## src/rtl/rr_arb4.sv

```systemverilog
// rr_arb4: four-way round-robin arbiter with a one-hot rotating priority pointer.
// Optional per-owner hold limit is compiled in with `define RR_ARB_TIMEOUT_EN.
module rr_arb4 #(
  parameter int unsigned HOLD_MAX = 8
) (
  input  logic       clk,
  input  logic       n_rst,
  input  logic [3:0] req,
  output logic [3:0] gnt,
  output logic [1:0] gnt_id,
  output logic       busy
);

  localparam int unsigned N     = 4;
  localparam int unsigned ID_W  = 2;
  localparam int unsigned CNT_W = 4;

  if (HOLD_MAX < 1 || HOLD_MAX > 15) begin : g_bad_hold_max
    $error("rr_arb4: HOLD_MAX must be in 1..15");
  end

  typedef enum logic {
    IDLE = 1'b0,
    OWN  = 1'b1
  } state_t;

  // First set bit of r at or after the pointer position, wrapping 3->0; MSB = found.
  function automatic logic [ID_W:0] rr_pick(input logic [N-1:0] r, input logic [N-1:0] p);
    logic [ID_W-1:0] base;
    logic [ID_W-1:0] idx;
    base    = '0;
    idx     = '0;
    rr_pick = '0;
    for (int i = 0; i < int'(N); i++) begin
      if (p[i]) base = ID_W'(i);
    end
    for (int k = int'(N) - 1; k >= 0; k--) begin
      idx = base + ID_W'(k);
      if (r[idx]) rr_pick = {1'b1, idx};
    end
  endfunction

  function automatic logic [N-1:0] rotl(input logic [N-1:0] v);
    rotl = {v[N-2:0], v[N-1]};
  endfunction

  state_t          state_q, state_d;
  logic [N-1:0]    ptr_q, ptr_d;
  logic [N-1:0]    gnt_q, gnt_d;
  logic [ID_W-1:0] id_q, id_d;
  logic            busy_q, busy_d;

  logic [N-1:0]    search_ptr_c;
  logic [ID_W:0]   pick_c;
  logic            rel_c;
  logic            force_c;
  logic            new_gnt_c;

`ifdef RR_ARB_TIMEOUT_EN
  logic [CNT_W-1:0] hold_q, hold_d;
`endif

  // Next-state: grant from IDLE, hold while owner requests, hand over on release.
  always_comb begin
    state_d      = state_q;
    ptr_d        = ptr_q;
    gnt_d        = gnt_q;
    id_d         = id_q;
    busy_d       = busy_q;
    force_c      = 1'b0;
    new_gnt_c    = 1'b0;
`ifdef RR_ARB_TIMEOUT_EN
    hold_d       = hold_q;
    if (state_q == OWN) begin
      force_c = (|(req & ~gnt_q)) && (hold_q >= CNT_W'(HOLD_MAX - 1));
    end
`endif
    rel_c        = (state_q == OWN) && (!req[id_q] || force_c);
    // On release the old owner lands last in the search order.
    search_ptr_c = rel_c ? rotl(gnt_q) : ptr_q;
    pick_c       = rr_pick(req, search_ptr_c);

    case (state_q)
      IDLE: begin
        new_gnt_c = pick_c[ID_W];
      end
      OWN: begin
        if (rel_c) begin
          ptr_d     = search_ptr_c;
          new_gnt_c = pick_c[ID_W];
          if (!pick_c[ID_W]) begin
            state_d = IDLE;
            gnt_d   = '0;
            id_d    = '0;
            busy_d  = 1'b0;
          end
        end
      end
      default: begin
        state_d = IDLE;
        gnt_d   = '0;
        id_d    = '0;
        busy_d  = 1'b0;
      end
    endcase

    if (new_gnt_c) begin
      state_d = OWN;
      gnt_d   = N'(1) << pick_c[ID_W-1:0];
      id_d    = pick_c[ID_W-1:0];
      busy_d  = 1'b1;
    end

`ifdef RR_ARB_TIMEOUT_EN
    // Hold counter restarts on each grant and saturates at HOLD_MAX.
    if (new_gnt_c) begin
      hold_d = '0;
    end else if (state_q == OWN && hold_q != CNT_W'(HOLD_MAX)) begin
      hold_d = hold_q + CNT_W'(1);
    end
`endif
  end

  always_ff @(posedge clk or negedge n_rst) begin
    if (!n_rst) begin
      state_q <= IDLE;
      ptr_q   <= N'(1);
      gnt_q   <= '0;
      id_q    <= '0;
      busy_q  <= 1'b0;
    end else begin
      state_q <= state_d;
      ptr_q   <= ptr_d;
      gnt_q   <= gnt_d;
      id_q    <= id_d;
      busy_q  <= busy_d;
    end
  end

`ifdef RR_ARB_TIMEOUT_EN
  always_ff @(posedge clk or negedge n_rst) begin
    if (!n_rst) begin
      hold_q <= '0;
    end else begin
      hold_q <= hold_d;
    end
  end
`endif

  assign gnt    = gnt_q;
  assign gnt_id = id_q;
  assign busy   = busy_q;

endmodule
```

## config.mk

```make
export PLATFORM = sky130hd
export DESIGN_NAME = rr_arb4
export DESIGN_NICKNAME = d
export VERILOG_FILES = /design/src/rtl/rr_arb4.sv
export SDC_FILE = /design/constraint.sdc
export NUM_CORES = 1
export LEC_CHECK = 0
export ABC_AREA = 1
export BUFFER_PORTS_ARGS = -buffer_cell sky130_fd_sc_hd__buf_2
export CAP_MARGIN = 0
export CELL_PAD_IN_SITES_DETAIL_PLACEMENT = 0
export CELL_PAD_IN_SITES_GLOBAL_PLACEMENT = 1
export CORE_MARGIN = 5
export CORE_UTILIZATION = 41
export DETAILED_ROUTE_END_ITERATION = 12
export GPL_ROUTABILITY_DRIVEN = 0
export PLACE_DENSITY_LB_ADDON = 0.08
export SLEW_MARGIN = 20
export SYNTH_ARGS = -nofsm -noshare
export SYNTH_HDL_FRONTEND = slang
export SYNTH_SLANG_ARGS = --single-unit
```

## constraint.sdc

```tcl
create_clock -name clk -period 3.9 [get_ports clk]
set_clock_uncertainty 0.2 [all_clocks]
set_input_delay 0.195 -clock clk [delete_from_list [all_inputs] [get_ports clk]]
set_output_delay 0.195 -clock clk [all_outputs]
set_load 0.05 [all_outputs]
```

[Word level (Yosys, flattened, before mapping)]
Index checks and enable logic that the tools add are counted.
Word-level totals
  flip-flop bits (word level): 12
  bits in latches: 0
  memory bits (writable): 0
  bits in read-only memories: 0
  input bits: 6
  output and inout port bits: 7
  word-level logic and storage cells: 58
  memories kept: 0
Cells by class
  $add $sub $neg: 3
  multipliers: 0
  divide/modulo/power cells: 0
  magnitude comparators: 5
  eq/ne operators: 1
  shift operators: 1
  mux-type cells: 36
  bitwise logic cells: 1
  reductions and logical operators: 6
Operators with widths (count)
  two-way mux 4 bit: 5
  less-than comparator 2 x 3 -> 1 bit, second input constant: 5
  two-way mux 1 bit: 15
  two-way mux 2 bit: 6
  two-way mux 3 bit: 4
  binary-select mux 1 bit (select 2 bit): 5
  adder 2 bit, second input constant: 2
  nonzero test 2 bit: 2
  left shift 1 x 2 -> 4 bit, first input constant: 1
  AND reduction 3 bit: 1
  adder 2 x 1 -> 2 bit, second input constant: 1
  != test 2 x 1 -> 1 bit, second input constant: 1
  one-hot mux 1 bit (2 select lines): 1
  AND reduction 2 bit: 1
  logical AND 1 bit: 1
  zero test 1 bit: 1
  inverter 1 bit: 1

[Logic depth before layout (Yosys ltp)]
Gate-level depths: netlist of the first run.
  depth after elaboration: 19
  mapped depth: 19
  gate-level depth less buffers: 19

[Worst setup path before layout of the first run]
No wires, ideal clock.
  kind: reg-to-reg
  start: register id_q[0] (netlist: gnt_id[0])
  end: register gnt_q[1] (netlist: gnt[1])
  library setup time: 118 ps
  arrival: 2117 ps
  data required time: 3582 ps
  slack: 1465 ps
  stages on the path, launching flop included: 18
  buffers on the path: 0
  clock period less this slack: 2435 ps
  cell sequence: dfrtp_1 -> inv_2 -> nand2_1 -> nand3_1 -> nand2_2 -> nand2_4 -> o21ai_4 -> nand2_1 -> inv_1 -> nand3_1 -> nand2_2 -> nand2_1 -> nand2_2 -> inv_1 -> nand2_1 -> nand2_1 -> nand3_1 -> nand2_1
Between the ends
  word-level cells in the longest chain between the ends: 19
  elaborated cells between the ends (all ways): 31
  those cells by class: add/sub: 3; eq/ne: 1; shift: 1; mux: 21; reduce/logical: 5
RTL lines
  start, declared: RTL line 50  | logic [ID_W-1:0] id_q, id_d;
  start signal, assigned: RTL line 135  | id_q <= id_d;
  binary-select mux 1 bit (select 2 bit) (*): RTL line 78  | rel_c = (state_q == OWN) && (!req[id_q] || force_c);
  two-way mux 1 bit (implied by the code) (*): RTL line 78
  zero test 1 bit (*): RTL line 78
  logical AND 1 bit (*): RTL line 78
  two-way mux 4 bit: RTL line 80  | search_ptr_c = rel_c ? rotl(gnt_q) : ptr_q;
  two-way mux 1 bit: RTL line 35  | if (p[i]) base = ID_W'(i);
  two-way mux 2 bit (2 in series): RTL line 35
  adder 2 bit: RTL line 38  | idx = base + ID_W'(k);
  binary-select mux 1 bit (select 2 bit): RTL line 39  | if (r[idx]) rr_pick = {1'b1, idx};
  two-way mux 1 bit (implied by the code): RTL line 39
  two-way mux 3 bit (4 in series): RTL line 39
  two-way mux 1 bit: RTL line 88  | if (rel_c) begin
  one-hot mux 1 bit (2 select lines): RTL line 83  | case (state_q)
  != test 2 x 1 -> 1 bit (no line) or nonzero test 2 bit (tied branches)
  AND reduction 3 bit (no line)
  end signal, assigned: RTL line 134  | gnt_q <= gnt_d;
  end, declared: RTL line 49  | logic [N-1:0] gnt_q, gnt_d;
Mark *: on every way between the ends. The rest lies on a longest branch, timed or not. The select of a mux whose other input is x is not followed.
A chain may end at the register's enable or synchronous reset.

[Worst setup path in the final report of the first run]
Ends and elaborated chain as after synthesis.

==> flow_metrics.py, run 1 <==
metrics = {
    "status": {
        "run_status": "complete, no violations",
    },
    "synth": {
        "synth_edf_count": 0,
        "async_flop_share": 1.00,
        "synth_nets": 133,
        "yosysWarningCount": 0,
        "synth.ff_latch_count": 11,
        "synth_top_cell_by_area": "sky130_fd_sc_hd__dfrtp_1",
        "synth.top_cells.by_area": "sky130_fd_sc_hd__dfrtp_1, sky130_fd_sc_hd__nand2_1, sky130_fd_sc_hd__nand3_1",
        "netlist_area_um2": 821,
        "yosys.cell_count.top_type": "sky130_fd_sc_hd__nand2_1",
        "synth-main-ff-cell": "sky130_fd_sc_hd__dfrtp_1",
        "seq_area_frac_synth": 0.335,
        "synth_cell_types": 15,
        "synth_top_cell_area_share": 0.335,
        "synth_cells": 127,
        "average_cell_area_after_synthesis_um2": 6.46,
        "netlist_top_cells_count": "sky130_fd_sc_hd__nand2_1, sky130_fd_sc_hd__nand3_1, sky130_fd_sc_hd__inv_1, sky130_fd_sc_hd__dfrtp_1, sky130_fd_sc_hd__nand2_2",
    },
    "place": {
        "portBuffers": 12,
        "dpl.cell_count": 166,
        "dp_wirelength_mm": 1.54,
    },
    "detailed_routing": {
        "drt_iter0_markers": 16,
        "route.vias.total": 814,
        "first_pass_iters": 4,
        "detail_route.vias_per_cell": 4.76,
        "routed_wire_length_per_instance_um": 11.0,
        "route.detailed.drc": 0,
        "antenna_left": 0,
        "routed_wirelength_mm": 1.88,
    },
    "sta": {
        "setup_repair_after_global_routing_missed_its_margin": "false",
        "timing.final.setup_violations": 0,
        "worstMarginPinSlew_ns": 0.280,
        "worst_slew_margin_rel": 0.813,
        "timing.final.crit_share": 0.621,
        "maxClockFrequency_mhz": 413,
        "final.min_clock_period_ns": 2.42,
        "final_max_slew_viol_count": 0,
        "fin_tns_setup_ns": 0,
        "final_hold_viol_count": 0,
    },
    "hold_path": {
        "hold_class": "input port to asynchronous set/reset pin",
    },
    "cts": {
        "cts.root.buffer_cell": "sky130_fd_sc_hd__clkbuf_4",
        "htree_levels": 1,
        "cts-root-to-sink-buffers": 2,
        "clk_pin_slew_worst_paths_ns": 0.07,
        "insertion_delay_ns": 0.27,
        "post_cts_resized": 0,
        "cts.sink_count": 11,
        "cts_inserted_buffers": 3,
        "tritoncts": "yes",
    },
    "floorplanning": {
        "floorplan.initialDensity": 0.423,
        "core_area_um2": 1940,
        "pin_count": 13,
        "rows": 16,
        "die_width_um": 54.7,
        "design.die.area_um2": 3000,
        "die_y_um": 54.7,
    },
    "global_route": {
        "grtUsageMet1": 0.194,
        "global_route.usage.met3": 0.0490,
        "grt_util_met2": 0.246,
        "top_usage_layer": "met2",
        "grt_antenna_before_repair": 0,
        "grt_first_pass_wirelength_mm": 3.25,
        "grt_util_all_layers": 0.154,
        "grt.overflow.total": 0,
        "largest_net_degree_at_the_start_of_global_routing": 12,
        "first_global_vias": 774,
    },
    "critical_path": {
        "destination_of_the_worst_register_to_register_timing_path": "gnt[1]$_DFFE_PN0P_",
        "largest_fanout_of_any_net_on_the_critical_path": 10,
        "timing.critical_path.from_type": "flop",
        "timing_worst_setup_path_type": "flop to flop",
        "r2r_start": "gnt_id[0]$_DFFE_PN0P_",
        "r2r.worst_path.cells": 17,
        "timing.critical_path.required_ns": 3.86,
        "cp_capture_type": "flop",
        "r2r_setup_slack_ns": 1.48,
        "cp_data_arrival_time_ns": 2.38,
    },
    "final_layout": {
        "finalNetCount": 151,
        "final-instance-count-excl-fill": 171,
        "areaGrowthSynthToFinish_pct": 15.9,
        "post_route_cells_drive_above_1_share": 0.194,
        "diodes": 0,
    },
    "run": {
        "max_cap_violations": 0,
    },
}
==> sequential cells by signal (all words and copies together), names as in the netlist <==
signal and flops:
ptr_q 3, gnt_id 2, busy 1, gnt 4, state_q 1
==> placed cells by master (no fill, tap or decap), drive strengths merged <==
cell type,count
nand2,64
o21ai,3
buf,12
inv,19
a21oi,2
clkbuf,4
dfrtp,11
clkinv,1
a21boi,1
nand3,20
dlygate4sd3,1
nand3b,2
nor2,4
==> critical path, cell delays in order (launching register included) <==
cell                      delay (ns)
sky130_fd_sc_hd__dfrtp_1        0.39
sky130_fd_sc_hd__inv_2          0.06
sky130_fd_sc_hd__nand2_1        0.05
sky130_fd_sc_hd__nand3_1        0.08
sky130_fd_sc_hd__nand2_2        0.12
sky130_fd_sc_hd__nand2_4        0.11
sky130_fd_sc_hd__o21ai_4        0.27
sky130_fd_sc_hd__nand2_1        0.20
sky130_fd_sc_hd__inv_1          0.11
sky130_fd_sc_hd__nand3_1        0.10
sky130_fd_sc_hd__nand2_2        0.14
sky130_fd_sc_hd__nand2_1        0.08
sky130_fd_sc_hd__nand2_2        0.07
sky130_fd_sc_hd__inv_1          0.04
sky130_fd_sc_hd__nand2_1        0.05
sky130_fd_sc_hd__nand2_1        0.09
sky130_fd_sc_hd__nand3_1        0.09
sky130_fd_sc_hd__nand2_1        0.06
==> routing by layer <==
layer / routed length, um / up-vias
met5: 0 / -
met4: 21 / 0
met3: 81 / 5
met2: 855 / 14
met1: 924 / 366
li1: - / 429
==> worst max-delay path by stage <==
stage / depth (start not counted) / from / endpoint
floorplan: 17 / gnt_id[0]$_DFFE_PN0P_ / gnt[1]$_DFFE_PN0P_
global placement: 18 / gnt_id[0]$_DFFE_PN0P_ / gnt[1]$_DFFE_PN0P_
detailed placement: 17 / gnt_id[0]$_DFFE_PN0P_ / gnt[1]$_DFFE_PN0P_
CTS: 17 / gnt_id[0]$_DFFE_PN0P_ / gnt[1]$_DFFE_PN0P_
global route: 17 / gnt_id[0]$_DFFE_PN0P_ / gnt[1]$_DFFE_PN0P_
finish: 17 / gnt_id[0]$_DFFE_PN0P_ / gnt[1]$_DFFE_PN0P_
==> layout make-up <==
type / count / area (um^2)
well taps: 27 / 33.8
inverters: 20 / 76.3
clock buffers: 4 / 26.3
multi-input cells: 96 / 469
fillers: 225 / 991
flip-flops and latches: 11 / 275
repair buffers: 13 / 70.1
==> per-stage QoR <==
| step | hold slack [ns] | worst slack, ns | util | cell area, um^2 |
|---|---|---|---|---|
| 3_3_place_gp | -0.124 | 1.54 | 0.471 | 915 |
| 2_1_floorplan | -0.301 | 1.46 | - | 821 |
| 5_1_grt | 0.148 | 1.19 | 0.490 | 951 |
| 3_5_place_dp | -0.120 | 1.49 | 0.471 | 915 |
| 6_report | 0.130 | 1.48 | 0.490 | 951 |
| 4_1_cts | 0.128 | 1.47 | 0.490 | 951 |
==> cells by family (layout without fill, tap and decap cells) <==
kind of cell	Yosys count	count (layout)	synth area share
compound gates	6	6	0.0534
flops	11	11	0.335
simple gates	90	90	0.518
buf+inv	20	37	0.0930
==> repair_timing <==
action,4_1_cts,5_1_grt
endpoints found under the hold margin,11,0
setup buffers,0,0
hold buffers,1,0
endpoints found under the setup margin,0,0
Power of run 1 is left out: the tool's default activity adds up to more than one toggle a clock period on the data nets, which glitch-free logic cannot reach.
==> run 2, diff against run 1 <==
ABC_AREA = 0   (was 1)
CORE_UTILIZATION = 37   (was 41)
clock period = 2.07 ns   (was 3.9 ns; I/O delays follow)
==> run 2 against run 1 <==
Effect of this change:
- the run now ends with setup timing left
- die area up 12%
- sequential cell count unchanged
- core utilization up 7.3 points
- wire length up 22%
- setup slack worse by 1.9 ns
- critical endpoint is now gnt[0]$_DFFE_PN0P_
==> flow_metrics.py, run 2 <==
metrics = {
    "critical_path": {
        "r2r_start": "gnt_id[1]$_DFFE_PN0P_",
        "timing.critical_path.from_type": "flop",
        "largest_fanout_of_any_net_on_the_critical_path": 3,
        "timing_worst_setup_path_type": "flop to flop",
        "timing.critical_path.required_ns": 2.03,
        "cp_data_arrival_time_ns": 2.42,
        "cp_capture_type": "flop",
        "crit_path_start": "gnt_id[1]$_DFFE_PN0P_",
    },
    "status": {
        "run_status": "finished with violations",
        "violations": "setup timing",
    },
    "sta": {
        "timing.final.crit_share": 1.19,
        "setup_repair_after_global_routing_missed_its_margin": "true",
        "final_max_slew_viol_count": 0,
        "timing.final.setup_violations": 6,
        "fin_hold_ws_ns": 0.0377,
        "timing.final.ws_setup_ns": -0.395,
        "maxClockFrequency_mhz": 406,
        "final_hold_viol_count": 0,
        "worstMarginPinSlew_ns": 0.343,
        "final.min_clock_period_ns": 2.47,
        "worst_slew_margin_rel": 0.772,
    },
    "final_layout": {
        "finalNetCount": 140,
        "post_route_cells_drive_above_1_share": 0.474,
        "diodes": 0,
        "mostFrequentLayoutCells": "sky130_fd_sc_hd__buf_4, sky130_fd_sc_hd__nand2_1, sky130_fd_sc_hd__buf_2",
        "flip_flop_count_of_the_largest_register_all_copies_and_words_added": 4,
        "areaGrowthSynthToFinish_pct": 46.3,
        "layout_commonest_cell": "sky130_fd_sc_hd__buf_4",
    },
    "synth": {
        "netlist_top_cells_count": "sky130_fd_sc_hd__nand2_1, sky130_fd_sc_hd__dfrtp_1, sky130_fd_sc_hd__nor2_1, sky130_fd_sc_hd__mux2i_1, sky130_fd_sc_hd__nand2b_1",
        "synth.top_cells.by_area": "sky130_fd_sc_hd__dfrtp_1, sky130_fd_sc_hd__mux2i_1, sky130_fd_sc_hd__mux2_2",
        "synth_nets": 99,
        "synth_cells": 93,
        "synth_top_cell_area_share": 0.324,
        "async_flop_share": 1.00,
        "seq_area_frac_synth": 0.324,
        "synth.ff_latch_count": 11,
        "yosysWarningCount": 0,
        "average_cell_area_after_synthesis_um2": 9.15,
        "synth-main-ff-cell": "sky130_fd_sc_hd__dfrtp_1",
        "synth_cell_types": 34,
        "netlist_area_um2": 851,
        "synth_edf_count": 0,
        "synth_top_cell_by_area": "sky130_fd_sc_hd__dfrtp_1",
        "yosys.cell_count.top_type": "sky130_fd_sc_hd__nand2_1",
    },
    "global_route": {
        "grt_util_all_layers": 0.148,
        "grt_antenna_before_repair": 0,
        "grt.overflow.total": 0,
        "largest_net_degree_at_the_start_of_global_routing": 12,
        "first_global_vias": 840,
        "grt_first_pass_wirelength_mm": 3.78,
    },
    "detailed_routing": {
        "detail_route.vias_per_cell": 5.35,
        "routed_wirelength_mm": 2.30,
        "route.detailed.drc": 0,
        "routed_wire_length_per_instance_um": 14.3,
        "route.vias.total": 861,
        "antenna_left": 0,
        "first_pass_iters": 4,
        "drt_iter0_markers": 14,
    },
    "cts": {
        "clk_pin_slew_worst_paths_ns": 0.07,
        "tritoncts": "yes",
        "insertion_delay_ns": 0.27,
        "htree_levels": 1,
        "cts.root.buffer_cell": "sky130_fd_sc_hd__clkbuf_4",
        "cts-root-to-sink-buffers": 2,
        "cts_inserted_buffers": 3,
        "cts.sink_count": 11,
    },
    "floorplanning": {
        "pin_count": 13,
        "rows": 17,
        "floorplan.initialDensity": 0.385,
        "core_area_um2": 2210,
        "die_width_um": 58.0,
        "die_y_um": 58.0,
        "design.die.area_um2": 3360,
    },
    "power": {
        "power-per-cell-area_nw_per_um2": 1890,
        "static-leakage-power_nw": 0.565,
        "report.power.total_w": 0.00235,
        "ir_worst_vdd_mv": 0.859,
    },
    "place": {
        "portBuffers": 12,
        "dp_wirelength_mm": 1.75,
        "detailedPlace.worstSlack_ns": -0.430,
    },
    "hold_path": {
        "hold_class": "input port to asynchronous set/reset pin",
    },
    "run": {
        "max_cap_violations": 0,
    },
}
[run 2: cell count changes after synthesis, moves of 4 or more]
cell	change
sky130_fd_sc_hd__nand3_1	-18
sky130_fd_sc_hd__mux2i_1	+6
sky130_fd_sc_hd__nand2_1	-43
sky130_fd_sc_hd__mux2_2	+4
sky130_fd_sc_hd__inv_1	-15
sky130_fd_sc_hd__nand2b_1	+6
sky130_fd_sc_hd__nand2_2	-5
sky130_fd_sc_hd__nand2_4	-4
[run 2: critical path, cell delays in order (launching register included)]
cell and delay (ns):
sky130_fd_sc_hd__dfrtp_2 0.46, sky130_fd_sc_hd__mux2i_4 0.21, sky130_fd_sc_hd__a22oi_4 0.20, sky130_fd_sc_hd__mux2i_2 0.31, sky130_fd_sc_hd__mux2_4 0.37, sky130_fd_sc_hd__a211o_1 0.34, sky130_fd_sc_hd__a31oi_4 0.17, sky130_fd_sc_hd__o21ai_1 0.09
[run 2: cells by family (layout without fill, tap and decap cells)]
| logic type | after synthesis | in the layout | synth area share |
|---|---|---|---|
| AO/OA/AOI/OAI | 31 | 31 | 0.290 |
| buffers and inverters | 8 | 48 | 0.0603 |
| flip-flops | 11 | 11 | 0.324 |
| multiplexers | 12 | 12 | 0.157 |
| AND/OR/NAND/NOR | 31 | 31 | 0.169 |
[run 2: final timing paths]
kind / slack (ns) / endpoint / cells past startpoint
setup / recovery: -0.40 / gnt[0]$_DFFE_PN0P_ / 7
hold / removal: 0.04 / gnt[3]$_DFFE_PN0P_ / 2
setup reg to reg: -0.40 / gnt[0]$_DFFE_PN0P_ / 7
hold reg to reg: 0.30 / busy$_DFFE_PN0P_ / 2
max in group asynchronous: 1.41 / gnt_id[1]$_DFFE_PN0P_ / 2
min in group clk: 0.15 / state_q$_DFF_PN0_ / 5
[run 2: repair_timing]
| action | in CTS | in global routing |
|---|---|---|
| pin swaps | 0 | 1 |
| gates resized for setup | 10 | 0 |
| setup buffers | 2 | 0 |
| endpoints found under the hold margin | 11 | 0 |
| hold buffers | 1 | 0 |
| gates cloned | 0 | 0 |
| setup endpoints to repair | 6 | 6 |
[run 2: final cells by class]
class	instances	area, um^2
clock buffers	4	26.3
fillers	206	967
repair buffers	41	284
flip-flops and latches	11	278
multi-input cells	74	611
inverters	3	11.3
well taps	28	35.0
[run 2: routing by layer]
metal  vias up  GRT usage  routed length (um)
met1       418      0.188                1060
met3         3     0.0445                  88
li1        425          -                   -
met2        15      0.248                1140
met4         0     0.0298                  10
met5         -          0                   0
[run 2: power breakdown]
| part | internal, W | total [W] | switching (W) |
|---|---|---|---|
| logic | 0.000823 | 0.00184 | 0.00101 |
| registers | 0.000305 | 0.000364 | 0.0000583 |
| clock network | 0.0000746 | 0.000148 | 0.0000735 |
| total | 0.00120 | 0.00235 | 0.00115 |
[run 2: per-stage QoR]
step                      setup TNS, ns  cells   util  instance area (um^2)
after floorplan                   -2.13     93      -                   877
after global placement            -2.32    154  0.510                  1130
after detailed placement          -2.41    154  0.510                  1130
after CTS                         -2.05    161  0.563                  1240
after global routing              -2.69    161  0.563                  1240
final                             -2.09    161  0.563                  1240
No activity file was read; power rests on OpenSTA's default activity.
==> run 3, diff against run 2 <==
PLACE_DENSITY = 0.81   (was unset)
PLACE_DENSITY_LB_ADDON = unset   (was 0.08)
==> run 3 against run 2 <==
Effect of this change:
- sequential power rose by 1%
- largest cell class unchanged
- power fell by 0.15%
- clock power barely moved
- setup slack improved by 0.034 ns
- worst hold slack got worse by 0.014 ns
- the flow still finishes with violations (setup timing)
- register-to-register slack improved by 0.03 ns
- fmax rose by 1.4%
- core utilization fell by 0.68 points
- die area did not move
- wire length rose by 12%
==> flow_metrics.py, run 3 (synthesis results as in run 2) <==
metrics = {
    "global_route": {
        "first_global_vias": 872,
        "largest_net_degree_at_the_start_of_global_routing": 13,
        "grt_util_all_layers": 0.170,
        "grt_antenna_before_repair": 0,
        "grt_first_pass_wirelength_mm": 4.26,
        "grt.overflow.total": 0,
    },
    "detailed_routing": {
        "detail_route.vias_per_cell": 5.46,
        "routed_wirelength_mm": 2.57,
        "first_pass_iters": 4,
        "route.detailed.drc": 0,
        "route.vias.total": 851,
        "antenna_left": 0,
        "drt_iter0_markers": 20,
        "routed_wire_length_per_instance_um": 16.5,
    },
    "status": {
        "violations": "setup timing",
        "run_status": "finished with violations",
    },
    "floorplanning": {
        "design.die.area_um2": 3360,
        "pin_count": 13,
        "die_width_um": 58.0,
        "die_y_um": 58.0,
        "core_area_um2": 2210,
        "rows": 17,
        "floorplan.initialDensity": 0.385,
    },
    "cts": {
        "insertion_delay_ns": 0.27,
        "cts-root-to-sink-buffers": 2,
        "cts_inserted_buffers": 3,
        "cts.sink_count": 11,
        "clk_pin_slew_worst_paths_ns": 0.07,
        "htree_levels": 1,
        "cts.root.buffer_cell": "sky130_fd_sc_hd__clkbuf_4",
        "tritoncts": "yes",
    },
    "power": {
        "report.power.total_w": 0.00234,
        "power-per-cell-area_nw_per_um2": 1910,
        "ir_worst_vdd_mv": 1.01,
        "static-leakage-power_nw": 0.546,
    },
    "final_layout": {
        "layout_filler_cell_count": 223,
        "layout_commonest_cell": "sky130_fd_sc_hd__buf_4",
        "finalInstanceArea_um2": 1230,
        "areaGrowthSynthToFinish_pct": 44.6,
        "utilization_after_layout": 0.556,
        "flip_flop_count_of_the_largest_register_all_copies_and_words_added": 4,
        "area_of_combinational_cells_with_multiple_inputs_um2": 629,
        "layout.area.seq_um2": 278,
        "finalNetCount": 135,
        "diodes": 0,
        "mostFrequentLayoutCells": "sky130_fd_sc_hd__buf_4, sky130_fd_sc_hd__nand2_1, sky130_fd_sc_hd__buf_2",
        "post_route_cells_drive_above_1_share": 0.469,
    },
    "sta": {
        "worst_slew_margin_rel": 0.674,
        "final_hold_viol_count": 0,
        "timing.final.ws_setup_ns": -0.361,
        "fin_hold_ws_ns": 0.0239,
        "setup_repair_after_global_routing_missed_its_margin": "true",
        "timing.final.crit_share": 1.17,
        "maxClockFrequency_mhz": 411,
        "timing.final.setup_violations": 6,
        "final.min_clock_period_ns": 2.43,
        "final_max_slew_viol_count": 0,
        "worstMarginPinSlew_ns": 0.485,
    },
    "run": {
        "max_cap_violations": 0,
    },
    "critical_path": {
        "timing.critical_path.slowest_stage_cell": "sky130_fd_sc_hd__dfrtp_2",
        "worst_path_dominant_cell_family": "multiplexers",
        "largest_fanout_of_any_net_on_the_critical_path": 6,
        "r2r_start": "gnt_id[1]$_DFFE_PN0P_",
        "destination_of_the_worst_register_to_register_timing_path": "gnt[0]$_DFFE_PN0P_",
        "critPathMaxStageDelay_ns": 0.45,
        "crit_buf_inv": 1,
        "r2r.worst_path.cells": 8,
        "timing.critical_path.cells": "mux2i_4 > a22oi_4 > mux2i_2 > buf_6 > mux2_4 > o22ai_2 > a31oi_4 > o21ai_1",
        "timing.critical_path.from_type": "flop",
        "timing_worst_setup_path_type": "flop to flop",
        "cp_capture_type": "flop",
        "cp_data_arrival_time_ns": 2.43,
        "r2r_setup_slack_ns": -0.36,
        "timing.critical_path.required_ns": 2.06,
    },
    "place": {
        "detailed_place.area_um2": 1100,
        "portBuffers": 12,
        "dp_wirelength_mm": 1.92,
        "detailedPlace.worstSlack_ns": -0.463,
    },
    "hold_path": {
        "hold_class": "input port to asynchronous set/reset pin",
    },
}
run 3: cell count changes in the layout (fill, tap and decap cells not counted):
cell / change
sky130_fd_sc_hd__mux2i_2: -1
sky130_fd_sc_hd__buf_6: +1
sky130_fd_sc_hd__a21oi_2: +1
sky130_fd_sc_hd__a21oi_1: -1
sky130_fd_sc_hd__mux2i_4: +1
sky130_fd_sc_hd__buf_4: -6
sky130_fd_sc_hd__o22ai_2: +1
sky130_fd_sc_hd__o22ai_1: -1
run 3: timing repair:
action,4_1_cts,5_1_grt
hold buffers,1,0
gates resized for setup,12,2
pin swaps,6,0
endpoints found under the setup margin,6,6
hold endpoints to repair,11,0
buffers inserted,1,0
gates cloned,0,0
run 3: metrics by stage:
step / setup TNS (ns) / std cells
2_1_floorplan: -2.13 / 93
3_3_place_gp: -2.15 / 150
3_5_place_dp: -2.43 / 150
4_1_cts: -1.97 / 156
5_1_grt: -2.59 / 156
6_report: -2.07 / 156
run 3: cell type report:
class                           instances  area share
Clock buffer                            4      0.0214
Timing Repair Buffer                   36       0.203
Multi-Input combinational cell         74       0.512
Sequential cell                        11       0.226
Inverter                                3     0.00916
Tap cell                               28      0.0285
run 3: routing by layer:
| layer | GRT usage | wire [um] |
|---|---|---|
| met1 | 0.190 | 1030 |
| met2 | 0.303 | 1330 |
| met3 | 0.0468 | 122 |
| met4 | 0.0662 | 84 |
| met5 | 0 | 0 |
run 3: report_power, final:
part | leakage, nW | total, W | switching [W] | internal (W)
logic | 0.398 | 0.00183 | 0.00104 | 0.000788
clock network | 0.0150 | 0.000149 | 0.0000744 | 0.0000747
registers | 0.133 | 0.000368 | 0.0000628 | 0.000305
total | 0.546 | 0.00234 | 0.00118 | 0.00117
run 3: worst max-delay path by stage:
stage	startpoint	endpoint	slack, ns	cells after the start
2_1_floorplan	gnt_id[1]$_DFFE_PN0P_	gnt[2]$_DFFE_PN0P_	-0.38	7
3_3_place_gp	gnt_id[1]$_DFFE_PN0P_	gnt[3]$_DFFE_PN0P_	-0.44	8
3_5_place_dp	gnt_id[1]$_DFFE_PN0P_	gnt_id[0]$_DFFE_PN0P_	-0.46	8
4_1_cts	gnt_id[1]$_DFFE_PN0P_	gnt[0]$_DFFE_PN0P_	-0.36	7
5_1_grt	gnt_id[1]$_DFFE_PN0P_	gnt[3]$_DFFE_PN0P_	-0.45	8
6_report	gnt_id[1]$_DFFE_PN0P_	gnt[0]$_DFFE_PN0P_	-0.36	8
